`src/rtl/instr_sequencer.sv`:
```
// instr_sequencer: multi-cycle FETCH/DECODE/EXEC/MEM/WB control FSM.
// Drives datapath strobes, counts retired instructions, flags HALT/FAULT.
module instr_sequencer #(
    parameter int CNT_W       = 16,
    parameter int MEM_TIMEOUT = 15
) (
    input  logic             clk,
    input  logic             rst,
    input  logic [3:0]       opcode,
    input  logic [1:0]       category,
    input  logic             alu_zero,
    input  logic             imem_ready,
    input  logic             dmem_ready,
    output logic             imem_req,
    output logic             ir_load,
    output logic             alu_en,
    output logic             mem_re,
    output logic             mem_we,
    output logic             reg_we,
    output logic             pc_en,
    output logic [1:0]       pc_sel,
    output logic [2:0]       state,
    output logic             halted,
    output logic             fault,
    output logic [CNT_W-1:0] retired
);

    // FSM state encoding (also the externally visible state code)
    localparam logic [2:0] S_FETCH  = 3'd0;
    localparam logic [2:0] S_DECODE = 3'd1;
    localparam logic [2:0] S_EXEC   = 3'd2;
    localparam logic [2:0] S_MEM    = 3'd3;
    localparam logic [2:0] S_WB     = 3'd4;
    localparam logic [2:0] S_HALT   = 3'd5;
    localparam logic [2:0] S_FAULT  = 3'd6;

    // Instruction categories from control_unit
    localparam logic [1:0] C_ALU  = 2'b00;
    localparam logic [1:0] C_MEM  = 2'b01;
    localparam logic [1:0] C_CTRL = 2'b10;
    localparam logic [1:0] C_SYS  = 2'b11;

    // Opcodes that change sequencing
    localparam logic [3:0] OP_LOAD = 4'd3;
    localparam logic [3:0] OP_BEQ  = 4'd5;
    localparam logic [3:0] OP_HALT = 4'd6;
    localparam logic [3:0] OP_JAL  = 4'd7;

    // PC source select
    localparam logic [1:0] PC_INC = 2'b00;
    localparam logic [1:0] PC_BR  = 2'b01;
    localparam logic [1:0] PC_JMP = 2'b10;

    // Wait counter just wide enough for the timeout limit
    localparam int WAIT_W =
        (MEM_TIMEOUT < 2) ? 1 : $clog2(MEM_TIMEOUT + 1);
    localparam bit TO_EN = (MEM_TIMEOUT > 0);
    localparam logic [WAIT_W-1:0] WAIT_LAST =
        TO_EN ? WAIT_W'(MEM_TIMEOUT - 1) : '0;

    logic [2:0]        state_nxt;
    logic [WAIT_W-1:0] wait_cnt;
    logic              wait_clr;
    logic              wait_inc;
    logic              ret_halt;
    logic              is_load;
    logic              wait_hit;

    assign is_load  = (opcode == OP_LOAD);
    assign wait_hit = TO_EN && (wait_cnt == WAIT_LAST);

    // Next-state and strobe decode from the registered state
    always_comb begin
        state_nxt = state;
        imem_req  = 1'b0;
        ir_load   = 1'b0;
        alu_en    = 1'b0;
        mem_re    = 1'b0;
        mem_we    = 1'b0;
        reg_we    = 1'b0;
        pc_en     = 1'b0;
        pc_sel    = PC_INC;
        halted    = 1'b0;
        fault     = 1'b0;
        wait_clr  = 1'b0;
        wait_inc  = 1'b0;
        ret_halt  = 1'b0;
        case (state)
            S_FETCH: begin
                imem_req = 1'b1;
                if (imem_ready) begin
                    ir_load   = 1'b1;
                    state_nxt = S_DECODE;
                end
            end
            S_DECODE: begin
                if (category != C_SYS) begin
                    state_nxt = S_EXEC;
                end else if (opcode == OP_HALT) begin
                    ret_halt  = 1'b1;
                    state_nxt = S_HALT;
                end else begin
                    pc_en     = 1'b1;
                    pc_sel    = PC_INC;
                    state_nxt = S_FETCH;
                end
            end
            S_EXEC: begin
                alu_en = 1'b1;
                case (category)
                    C_ALU: begin
                        state_nxt = S_WB;
                    end
                    C_MEM: begin
                        wait_clr  = 1'b1;
                        state_nxt = S_MEM;
                    end
                    C_CTRL: begin
                        pc_en     = 1'b1;
                        state_nxt = S_FETCH;
                        if (opcode == OP_BEQ) begin
                            pc_sel = alu_zero ? PC_BR : PC_INC;
                        end else if (opcode == OP_JAL) begin
                            reg_we = 1'b1;
                            pc_sel = PC_JMP;
                        end else begin
                            pc_sel = PC_INC;
                        end
                    end
                    default: begin
                        pc_en     = 1'b1;
                        pc_sel    = PC_INC;
                        state_nxt = S_FETCH;
                    end
                endcase
            end
            S_MEM: begin
                mem_re = is_load;
                mem_we = !is_load;
                if (dmem_ready) begin
                    if (is_load) begin
                        state_nxt = S_WB;
                    end else begin
                        pc_en     = 1'b1;
                        pc_sel    = PC_INC;
                        state_nxt = S_FETCH;
                    end
                end else if (wait_hit) begin
                    state_nxt = S_FAULT;
                end else begin
                    wait_inc = 1'b1;
                end
            end
            S_WB: begin
                reg_we    = 1'b1;
                pc_en     = 1'b1;
                pc_sel    = PC_INC;
                state_nxt = S_FETCH;
            end
            S_HALT: begin
                halted = 1'b1;
            end
            S_FAULT: begin
                halted = 1'b1;
                fault  = 1'b1;
            end
            default: begin
                halted    = 1'b1;
                fault     = 1'b1;
                state_nxt = S_FAULT;
            end
        endcase
    end

    // State register
    always_ff @(posedge clk or posedge rst) begin
        if (rst) begin
            state <= S_FETCH;
        end else begin
            state <= state_nxt;
        end
    end

    // Data-memory wait counter, cleared on MEM entry
    always_ff @(posedge clk or posedge rst) begin
        if (rst) begin
            wait_cnt <= '0;
        end else if (wait_clr) begin
            wait_cnt <= '0;
        end else if (wait_inc && TO_EN) begin
            wait_cnt <= wait_cnt + 1'b1;
        end
    end

    // Retired-instruction counter, wraps naturally
    always_ff @(posedge clk or posedge rst) begin
        if (rst) begin
            retired <= '0;
        end else if (pc_en || ret_halt) begin
            retired <= retired + 1'b1;
        end
    end

endmodule

```
`config.mk`:
```
export PLATFORM = sky130hd
export DESIGN_NAME = instr_sequencer
export DESIGN_NICKNAME = d
export VERILOG_FILES = /design/src/rtl/instr_sequencer.sv
export SDC_FILE = /design/constraint.sdc
export NUM_CORES = 1
export LEC_CHECK = 0
export CORE_MARGIN = 3
export CORE_UTILIZATION = 42
export CTS_BUF_LIST = sky130_fd_sc_hd__clkbuf_16
export CTS_CLUSTER_DIAMETER = 50
export CTS_CLUSTER_SIZE = 28
export DETAILED_ROUTE_END_ITERATION = 16
export PLACE_DENSITY = 0.86
export SLEW_MARGIN = 20
export SYNTH_ARGS = -nofsm -noshare
export SYNTH_HDL_FRONTEND = slang
export SYNTH_SLANG_ARGS = --single-unit
```
`constraint.sdc`:
```
create_clock -name clk -period 1.6 [get_ports clk]
set_clock_uncertainty 0.1 [all_clocks]
set_input_delay 0.32 -clock clk [delete_from_list [all_inputs] [get_ports clk]]
set_output_delay 0.32 -clock clk [all_outputs]
set_load 0.1 [all_outputs]
```
==> flow_metrics.py, run 1 <==
metrics = {
    "synthesis": {
        "synthTopCellsByArea": "dfrtp_1 (42%), xor2_1 (7.0%), xnor2_1 (4.5%)",
        "avgSynthCellArea_sq_um": 9.919,
        "yosysUniqueCellTypes": 44,
        "yosysWarnings": 0,
        "synthesis.instances": 138,
        "synth_ff_type": "dfrtp_1",
        "yosys.area.top_type_share_pct": 42.05,
        "yosysMostFrequentCell": "dfrtp_1",
        "synth_edf_count": 0,
        "syn-num-nets": 152,
        "synthTopCellsByCount": "dfrtp_1 (23), nor2_1 (15), xor2_1 (11), nand2_1 (10)",
        "async_flop_share_pct": 100.0,
        "ys_seq_elements": 23,
        "ys_seq_area_share_pct": 42.05,
        "syn-cell-area_sq_mm": 0.001369,
        "synth_area_leader_cell": "dfrtp_1",
    },
    "clock_network": {
        "cts_resized": 68,
        "clk_path_buf_depth": 2,
        "root_buffer": "clkbuf_16",
        "cts_num_sinks": 23,
        "h-tree-depth": 1,
        "holdBufCountCts": 0,
        "numCtsBuffers": 3,
        "postCtsSetupRepairBufs": 19,
    },
    "placed_design": {
        "port_buffers": 40,
        "pre_cts_ws_ns": -0.6883,
        "gp_congestion": 0.9725,
        "hpwlAfterDp_um": 3813,
    },
    "die": {
        "die_h_um": 63.09,
        "rows": 20,
        "initial_utilization_pct": 44.47,
        "dieWidth_um": 63.09,
        "num_io_pins": 41,
    },
    "run_status": {
        "stop_stage": "clock tree synthesis (4_1_cts)",
        "stop_error": "[ERROR DPL-0033] detailed placement checks failed during check placement.",
        "outcome": "aborted with a tool error",
    },
}
[logic make-up after synthesis]
group	after synthesis	share of synthesized area (%)
simple gates	65	30.53
flops	23	42.05
xor+xnor	18	11.52
compound gates	17	8.959
buf+inv	11	3.473
fa+ha+maj	3	2.743
mux	1	0.7313
[metrics by stage]
step           hold slack, ns  area [sq um]  std cells
3_5_place_dp           0.4369          2614        261
2_1_floorplan          0.2219          1597        138
3_3_place_gp           0.4179          2614        261
==> run 2: changes to the inputs <==
==> config.mk (replaced) <==
export PLATFORM = sky130hd
export DESIGN_NAME = instr_sequencer
export DESIGN_NICKNAME = d
export VERILOG_FILES = /design/src/rtl/instr_sequencer.sv
export SDC_FILE = /design/constraint.sdc
export NUM_CORES = 1
export LEC_CHECK = 0
export CORE_MARGIN = 3
export CORE_UTILIZATION = 30
export DETAILED_ROUTE_END_ITERATION = 16
export PLACE_DENSITY_LB_ADDON = 0.15
export SLEW_MARGIN = 20
export SYNTH_ARGS = -nofsm -noshare
export SYNTH_HDL_FRONTEND = slang
export SYNTH_SLANG_ARGS = --single-unit
==> constraint.sdc (replaced) <==
create_clock -name clk -period 2.1 [get_ports clk]
set_clock_uncertainty 0.1 [all_clocks]
set_input_delay 0.42 -clock clk [delete_from_list [all_inputs] [get_ports clk]]
set_output_delay 0.42 -clock clk [all_outputs]
set_load 0.1 [all_outputs]
==> flow_metrics.py, run 2 <==
metrics = {
    "worst_hold_path": {
        "hold_class": "reg2reg",
        "whs_endpoint": "retired[15]",
        "min-delay-start": "retired[15]",
        "whs_path_depth": 1,
    },
    "drt": {
        "wire_per_inst_um": 14.15,
        "vias_per_cell": 4.981,
        "final_antenna_net_count": 0,
        "dr.pass1.iters": 4,
        "routed_wl_um": 3735,
        "drt_iter0_markers": 32,
        "route.detailed.drc": 0,
        "vias": 1315,
    },
    "cells_and_area": {
        "regMostFlops": "retired",
        "final_common_cell": "buf_4",
        "layout.nets": 229,
        "drive_above_1_share_pct": 54.67,
        "layout_common_cells": "buf_4 (42), buf_12 (20), nor2_1 (12)",
        "largest_register_ffs": 16,
        "fin_area_sq_mm": 0.002490,
        "antenna_cells": 0,
        "final_cell_count_no_fill": 264,
        "area_growth_pct": 81.90,
        "fin_util_pct": 59.26,
        "reg_top3": "retired: 16 flops, wait_cnt: 4 flops, state: 3 flops",
        "nFillCells": 350,
    },
    "sta": {
        "layout_setup_ws_ns": 0.01639,
        "period_minus_slack_ns": 2.084,
        "tightest_slew_ns": 0.4031,
        "slew_violations": 0,
        "slew_headroom_pct": 72.43,
        "rsz0062_at_grt": "yes",
        "period_share_pct": 99.22,
        "final_hold_viol_count": 0,
        "timing.hold.ws_ns": 0.3745,
        "setup_viol": 0,
        "clock.fmax_ghz": 0.4799,
        "fin_setup_tns_ns": 0,
    },
    "global_route": {
        "use_met3_pct": 2.873,
        "grt_use_total_pct": 14.97,
        "grt_pass1_vias": 1369,
        "gr-total-overflow": 0,
        "grt_max_degree": 24,
        "antenna_found_initial": 0,
        "use_met1_pct": 20.39,
        "grt-busiest-layer": "met2",
        "grt_pass1_wl_um": 6423,
        "grt_util_met2_pct": 25.30,
    },
    "critical_path": {
        "reg2reg_slack_ns": 0.19,
        "required_ns": 1.58,
        "crit_path_top_delay_cell": "dfrtp_4",
        "path_cells": "buf_6 -> nor3_4 -> inv_2 -> o21ai_4 -> buf_12",
        "cpPeakStageDelay_ns": 0.51,
        "timing.rr.end": "retired[13]",
        "cp.arrival_ns": 1.56,
        "rr_startpoint": "state[1]",
        "cp-start-kind": "register",
        "crit_type": "reg2out",
        "reg2reg_depth": 7,
        "crit_path_end_kind": "output pin",
        "crit_fanout": 8,
    },
    "die": {
        "die_h_um": 73.55,
        "dieWidth_um": 73.55,
        "num_io_pins": 41,
        "rows": 23,
        "core-area_sq_mm": 0.004202,
        "initial_utilization_pct": 32.58,
        "dieArea_sq_mm": 0.005409,
    },
    "run_status": {
        "outcome": "completed",
    },
    "placed_design": {
        "pre_cts_ws_ns": -0.3624,
        "hpwlAfterDp_um": 2893,
        "placed_cell_area_sq_mm": 0.002278,
        "port_buffers": 40,
        "dp_cells": 246,
        "gp_congestion": 0.7909,
    },
    "synthesis": {
        "yosysMostFrequentCell": "dfrtp_1",
        "synthTopCellsByArea": "dfrtp_1 (42%), xor2_1 (7.0%), xnor2_1 (4.5%)",
        "ys_seq_elements": 23,
        "synth_area_leader_cell": "dfrtp_1",
        "synth_ff_type": "dfrtp_1",
        "syn-cell-area_sq_mm": 0.001369,
        "yosys.area.top_type_share_pct": 42.05,
        "synth_edf_count": 0,
        "ys_seq_area_share_pct": 42.05,
        "yosysWarnings": 0,
        "yosysUniqueCellTypes": 44,
        "synthTopCellsByCount": "dfrtp_1 (23), nor2_1 (15), xor2_1 (11), nand2_1 (10)",
        "async_flop_share_pct": 100.0,
        "syn-num-nets": 152,
        "avgSynthCellArea_sq_um": 9.919,
        "synthesis.instances": 138,
    },
    "clock_network": {
        "holdBufCountCts": 0,
        "clk-insertion-delay-late_ns": 0.26,
        "cts_tree": "yes",
        "h-tree-depth": 1,
        "cts_num_sinks": 23,
        "clk_pin_slew_ns": 0.09,
        "root_buffer": "clkbuf_8",
        "clk_path_buf_depth": 2,
        "numCtsBuffers": 3,
    },
    "pwr": {
        "p_per_area_mw_per_mm2": 1449,
        "ir_drop_mv": 0.6278,
        "power_mw": 3.608,
        "p_leak_nw": 1.068,
    },
    "flow_run": {
        "drv_cap": 0,
    },
}
-- run 2: cell counts after synthesis --
No cell type changed its count.
-- run 2: worst max path at each step --
stage,from,endpoint,slack [ns],cells past startpoint
2_1_floorplan,state[2],ir_load,-0.55,3
3_3_place_gp,category[1],reg_we,-0.38,6
3_5_place_dp,category[1],reg_we,-0.36,6
4_1_cts,category[1],reg_we,0.002,6
5_1_grt,state[1],pc_en,-0.05,5
6_report,state[1],pc_en,0.02,5
-- run 2: worst max-delay path: cells and delay by family, from the launching register on --
family,cells,cell delay (ns)
and+or+nand+nor,1,0.20
AOI/OAI and AO/OA,1,0.17
buffers and inverters,3,0.41
DFF,1,0.51
-- run 2: area by class of cell --
cell class / count / area (sq um) / area share, %
Multi-Input combinational cell: 104 / 909.6 / 36.53
Inverter: 7 / 26.28 / 1.055
Clock buffer: 3 / 41.29 / 1.658
Clock inverter: 1 / 5.005 / 0.2010
Tap cell: 50 / 62.56 / 2.513
Timing Repair Buffer: 76 / 845.8 / 33.97
Sequential cell: 23 / 599.3 / 24.07
-- run 2: what timing repair did --
item                       4_1_cts  5_1_grt
resized for setup               27        7
setup endpoints to repair       10       10
pin swaps                        6        8
setup buffers                   11        3
-- run 2: power breakdown --
group          total (mW)  internal (mW)  switching (mW)
clock               0.270          0.132           0.138
sequential          0.750          0.565           0.186
combinational        2.59           1.02            1.57
-- run 2: per-layer routing --
| metal | vias to the layer above | share of wire, % |
|---|---|---|
| met5 | - | 0 |
| met4 | 0 | 0.21 |
| met3 | 2 | 3.2 |
| met2 | 23 | 52 |
| met1 | 639 | 44 |
| li1 | 651 | - |
-- run 2: kinds of logic after synthesis --
logic type	synth area share (%)
multiplexers	0.7313
XOR/XNOR	11.52
AO/OA/AOI/OAI	8.959
buffers and inverters	3.473
AND/OR/NAND/NOR	30.53
adder cells (fa/ha/maj)	2.743
flip-flops	42.05
(Power assumes the default switching activity.)
==> run 3: changes to the inputs <==
--- a/config.mk
+++ b/config.mk
@@ -8,7 +8,7 @@
 export CORE_MARGIN = 3
 export CORE_UTILIZATION = 30
 export DETAILED_ROUTE_END_ITERATION = 16
-export PLACE_DENSITY_LB_ADDON = 0.15
+export PLACE_DENSITY = 0.63
 export SLEW_MARGIN = 20
 export SYNTH_ARGS = -nofsm -noshare
 export SYNTH_HDL_FRONTEND = slang
==> flow_metrics.py, run 3 (same netlist as run 2, synthesis figures left out) <==
metrics = {
    "run_status": {
        "outcome": "completed",
    },
    "cells_and_area": {
        "multi_input_area_sq_um": 895.9,
        "antenna_cells": 0,
        "largest_register_ffs": 16,
        "area_growth_pct": 81.35,
        "layout_common_cells": "buf_4 (41), buf_12 (23), nor2_1 (12)",
        "drive_above_1_share_pct": 53.99,
        "nFillCells": 329,
        "seqCellArea_sq_um": 599.3,
        "final_common_cell": "buf_4",
        "layout.nets": 228,
        "reg_top3": "retired: 16 flops, wait_cnt: 4 flops, state: 3 flops",
        "fin_area_sq_mm": 0.002482,
        "regMostFlops": "retired",
    },
    "sta": {
        "setup_viol": 0,
        "tightest_slew_ns": 0.5764,
        "slew_headroom_pct": 60.58,
        "fin_setup_tns_ns": 0,
        "timing.hold.ws_ns": 0.3793,
        "period_share_pct": 99.63,
        "period_minus_slack_ns": 2.092,
        "final_hold_viol_count": 0,
        "rsz0062_at_grt": "yes",
        "clock.fmax_ghz": 0.4779,
        "slew_violations": 0,
    },
    "drt": {
        "wire_per_inst_um": 14.68,
        "met3_length_um": 119,
        "wl_met2_um": 2066,
        "vias_per_cell": 4.943,
        "final_antenna_net_count": 0,
        "dr.pass1.iters": 4,
        "route.detailed.drc": 0,
        "met1Wirelength_um": 1665,
        "vias": 1300,
        "drt_iter0_markers": 98,
        "routed_wl_um": 3860,
        "dr.max_layer_used": "met4",
    },
    "die": {
        "initial_utilization_pct": 32.58,
        "rows": 23,
        "num_io_pins": 41,
        "core-area_sq_mm": 0.004202,
        "dieWidth_um": 73.55,
        "dieArea_sq_mm": 0.005409,
        "die_h_um": 73.55,
    },
    "pwr": {
        "p_per_area_mw_per_mm2": 1487,
        "p_comb_share_pct": 71.9,
        "p_int_mw": 1.781,
        "ir_drop_mv": 0.6805,
        "p_sw_share_pct": 51.75,
        "p_switching_mw": 1.910,
        "power_frac_clock_pct": 7.3,
        "seqPwrFrac_pct": 20.8,
        "power_mw": 3.691,
        "p_leak_nw": 1.065,
    },
    "critical_path": {
        "reg2reg_slack_ns": 0.11,
        "crit_type": "reg2out",
        "rr_startpoint": "state[2]",
        "cp-start-kind": "register",
        "crit_fanout": 8,
        "crit_path_end_kind": "output pin",
        "cp.arrival_ns": 1.57,
        "required_ns": 1.58,
        "cp-startpoint": "state[2]",
    },
    "global_route": {
        "gr-total-overflow": 0,
        "grt_max_degree": 24,
        "grt_pass1_wl_um": 6327,
        "antenna_found_initial": 0,
        "grt_use_total_pct": 14.61,
        "grt_pass1_vias": 1340,
    },
    "placed_design": {
        "hpwlAfterDp_um": 2908,
        "gp_congestion": 0.8989,
        "port_buffers": 40,
        "placed_cell_area_sq_mm": 0.002261,
    },
    "clock_network": {
        "clk_path_buf_depth": 2,
        "holdBufCountCts": 0,
        "numCtsBuffers": 3,
        "root_buffer": "clkbuf_8",
        "clk-insertion-delay-late_ns": 0.26,
        "clk_pin_slew_ns": 0.08,
        "h-tree-depth": 1,
        "cts_num_sinks": 23,
        "cts_tree": "yes",
    },
    "worst_hold_path": {
        "hold_class": "reg2reg",
        "min-delay-start": "retired[15]",
    },
    "flow_run": {
        "drv_cap": 0,
    },
}
==> run 3: cell types whose count changed in the layout (fill, tap and decap cells not counted), sizes merged <==
| cell | before | now |
|---|---|---|
| clkbuf | 6 | 9 |
| clkinv | 1 | 0 |
| buf | 66 | 65 |
| clkdlybuf4s15 | 2 | 0 |
==> run 3: final timing paths <==
kind	end	cells past startpoint
max	pc_en	6
min	retired[15]	1
max reg2reg	retired[9]	8
min reg2reg	retired[15]	1
max in group asynchronous	state[2]	3
min in group asynchronous	retired[15]	3
==> run 3: metrics by stage <==
stage	instances	util, %	setup WS [ns]
finish	263	59.08	0.007701
global route	263	59.08	-0.04968
CTS	255	57.71	-0.005278
detailed placement	242	53.81	-0.3615
global placement	242	53.81	-0.3118
floorplan	138	-	-0.5515
==> run 3: area by class of cell <==
| type | instances | area share [%] |
|---|---|---|
| clock buffers | 4 | 1.815 |
| flip-flops and latches | 23 | 24.14 |
| well taps | 50 | 2.520 |
| inverters | 7 | 1.058 |
| multi-input cells | 104 | 36.09 |
| repair buffers | 75 | 34.37 |
==> run 3: power groups by stage <==
stage                     combinational [mW]  clock [mW]  sequential (mW)
final                                   2.65       0.270            0.769
after global routing                    2.75       0.299            0.792
after CTS                               2.50       0.278            0.800
after detailed placement                2.34           0            0.818
after global placement                  2.30           0            0.804
after floorplan                         1.07           0             1.22
==> run 3: worst max-delay path, cell delays in order, from the launching register on <==
cell and delay [ns]:
dfrtp_4 0.55, nand3b_1 0.20, a21oi_1 0.14, buf_4 0.13
nor2_2 0.04, o21ai_4 0.06, buf_12 0.19
==> run 3: repair_timing <==
action,CTS,global route
resized for setup,18,9
setup endpoints to repair,13,10
setup buffers,9,8
pin swaps,6,8
==> run 3: per-layer routing <==
layer | GRT usage, % | vias up
met3 | 2.599 | 2
met5 | 0 | -
li1 | - | 637
met4 | 2.213 | 0
met1 | 19.14 | 637
met2 | 25.49 | 24
==> patch, RTL diff (config.mk and constraints of run 2) <==
Set the parameter `CNT_W` to 14 (it was 16).
--- a/src/rtl/instr_sequencer.sv
+++ b/src/rtl/instr_sequencer.sv
@@ -3,3 +3,3 @@
 module instr_sequencer #(
-    parameter int CNT_W       = 16,
+    parameter int CNT_W       = 14,
     parameter int MEM_TIMEOUT = 15
Ports: changed (resized retired); port bits go from 41 to 39. The function was not compared with the original's and may differ.
==> patch against run 2 <==
The flow now finishes with violations (negative setup slack); total power is 3.2% lower; design area is 13% lower; routed wire length is 14% lower; highest routed layer unchanged; die area is 5.3% lower; synthesized area is 5.8% lower; sequential cell count is 2 lower; worst setup slack worse by 0.14 ns; largest cell class unchanged.
==> patch: results (changes against run 2) <==
Final layout
  – Layout cells sized above 1: 42.6% (-12 points)
  – FILL cells: 363 (+3.7%)
  – Final layout net count: 198 (-14%)
  – Non-Filler Instances: 233 (-12%)

Place
  – Global placement routability congestion: 0.777 (-1.8%)
  – Final HPWL DP: 2390 um (-17%)
  – Placed Cells incl. Taps: 224 (-8.9%)
  – Port-buffer cells: 38 (-5.0%)

STA
  – # setup viols final: 5 (+5)
  – Setup TNS: -0.344 ns (-0.344 ns)
  – Max-slew headroom: 73.8% (+1.4 points)
  – Setup ws final: -0.126 ns (-0.142 ns)

Run status
  – Failing checks: negative setup slack
  – Status: complete, but fails checks

Logic synthesis
  – Most frequent cells after synthesis: dfrtp_1, nor2_1, xnor2_1, nand2_1
  – Area contributors post-synth: dfrtp_1, xnor2_1, nor2_1, ha_1, nand4_1
  – Register area share after synthesis: 40.7% (-1.3 points)
  – Syn avg cell area: 9.92 um2 (about the same)
  – Syn_nets: 144 (-5.3%)

Critical path
  – R2R depth: 8 (+1)
  – Reg2Reg Setup Slack: 0.17 ns (-0.02 ns)
  – Delay-heaviest family, CP: simple AND/OR/NAND/NOR gates
  – Crit Reg-Reg Endpoint: retired[1]
  – Crit path from: state[2]
  – CP max stage delay: 0.49 ns (-0.02 ns)
  – Max FO, Critical Path: 2 (-6)
  – Crit path arrival time: 1.71 ns (+0.15 ns)

Route
  – Starting DRT DRC Count: 54 (+69%)

Power and ir drop
  – Internal power: 0.00162 W (-5.5%)
  – Leakage: 0.946 nW (-11%)

GRT
  – GRT Util Overall: 13.5% (-1.4 points)
  – Largest net degree at the start of global routing: 22 (-8.3%)
-- patch: cell count changes after synthesis, sizes merged, moves of 3 or more --
cell and delta:
nor3 -4, xor2 -8, nor4b -3, xnor2 +6
-- patch: per-layer routing --
metal  part of all wire, %  GRT usage, %
met3                   4.6          3.09
met4                  0.41          2.51
met1                    43          17.2
met2                    52          23.7
met5                     0             0
-- patch: cell type report --
class	count	area share, %
clock buffer	3	1.90
clock inverter	1	0.231
inverter	6	1.21
multi-input combinational	98	36.8
sequential	21	24.6
tap	50	2.89
timing repair buffer	54	32.3
-- patch: tightest hold or removal path, cell delays in order --
cell	delay, ns
clkdlybuf4s50_1	0.39
inv_1	0.05
buf_4	0.27
-- patch: through the flow --
stage	cell area [um2]	hold WS [ns]	worst slack (ns)
after floorplan	1360	0.296	-0.658
after global placement	2030	0.364	-0.177
after detailed placement	2030	0.376	-0.237
after CTS	2170	0.388	-0.124
after global routing	2170	0.399	-0.181
final	2170	0.378	-0.126
-- patch: worst max-delay path by stage --
| stage | slack [ns] | end | depth (start not counted) |
|---|---|---|---|
| 2_1_floorplan | -0.66 | ir_load | 4 |
| 3_3_place_gp | -0.18 | pc_en | 5 |
| 3_5_place_dp | -0.24 | reg_we | 6 |
| 4_1_cts | -0.12 | reg_we | 5 |
| 5_1_grt | -0.18 | reg_we | 5 |
| 6_report | -0.13 | reg_we | 5 |
-- patch: cell families after synthesis --
family                     share of synthesized area, %
muxes                                              1.65
buffers and inverters                              4.56
AOI/OAI and AO/OA                                  11.3
DFF                                                40.7
and+or+nand+nor                                    27.9
xor gates and xnor gates                           10.9
adders and majority gates                          2.91
-- patch: repair_timing --
item                       4_1_cts  5_1_grt
pin swaps                        8        5
resized for setup               17        3
setup endpoints to repair        6        8
setup buffers                    5        1
-- patch: power groups by stage --
stage          Clock, W  Combinational [W]  Sequential (W)
2_1_floorplan         0            0.00110         0.00122
3_3_place_gp          0            0.00245        0.000674
3_5_place_dp          0            0.00247        0.000677
4_1_cts        0.000275            0.00258        0.000671
5_1_grt        0.000296            0.00267        0.000692
6_report       0.000267            0.00255        0.000675
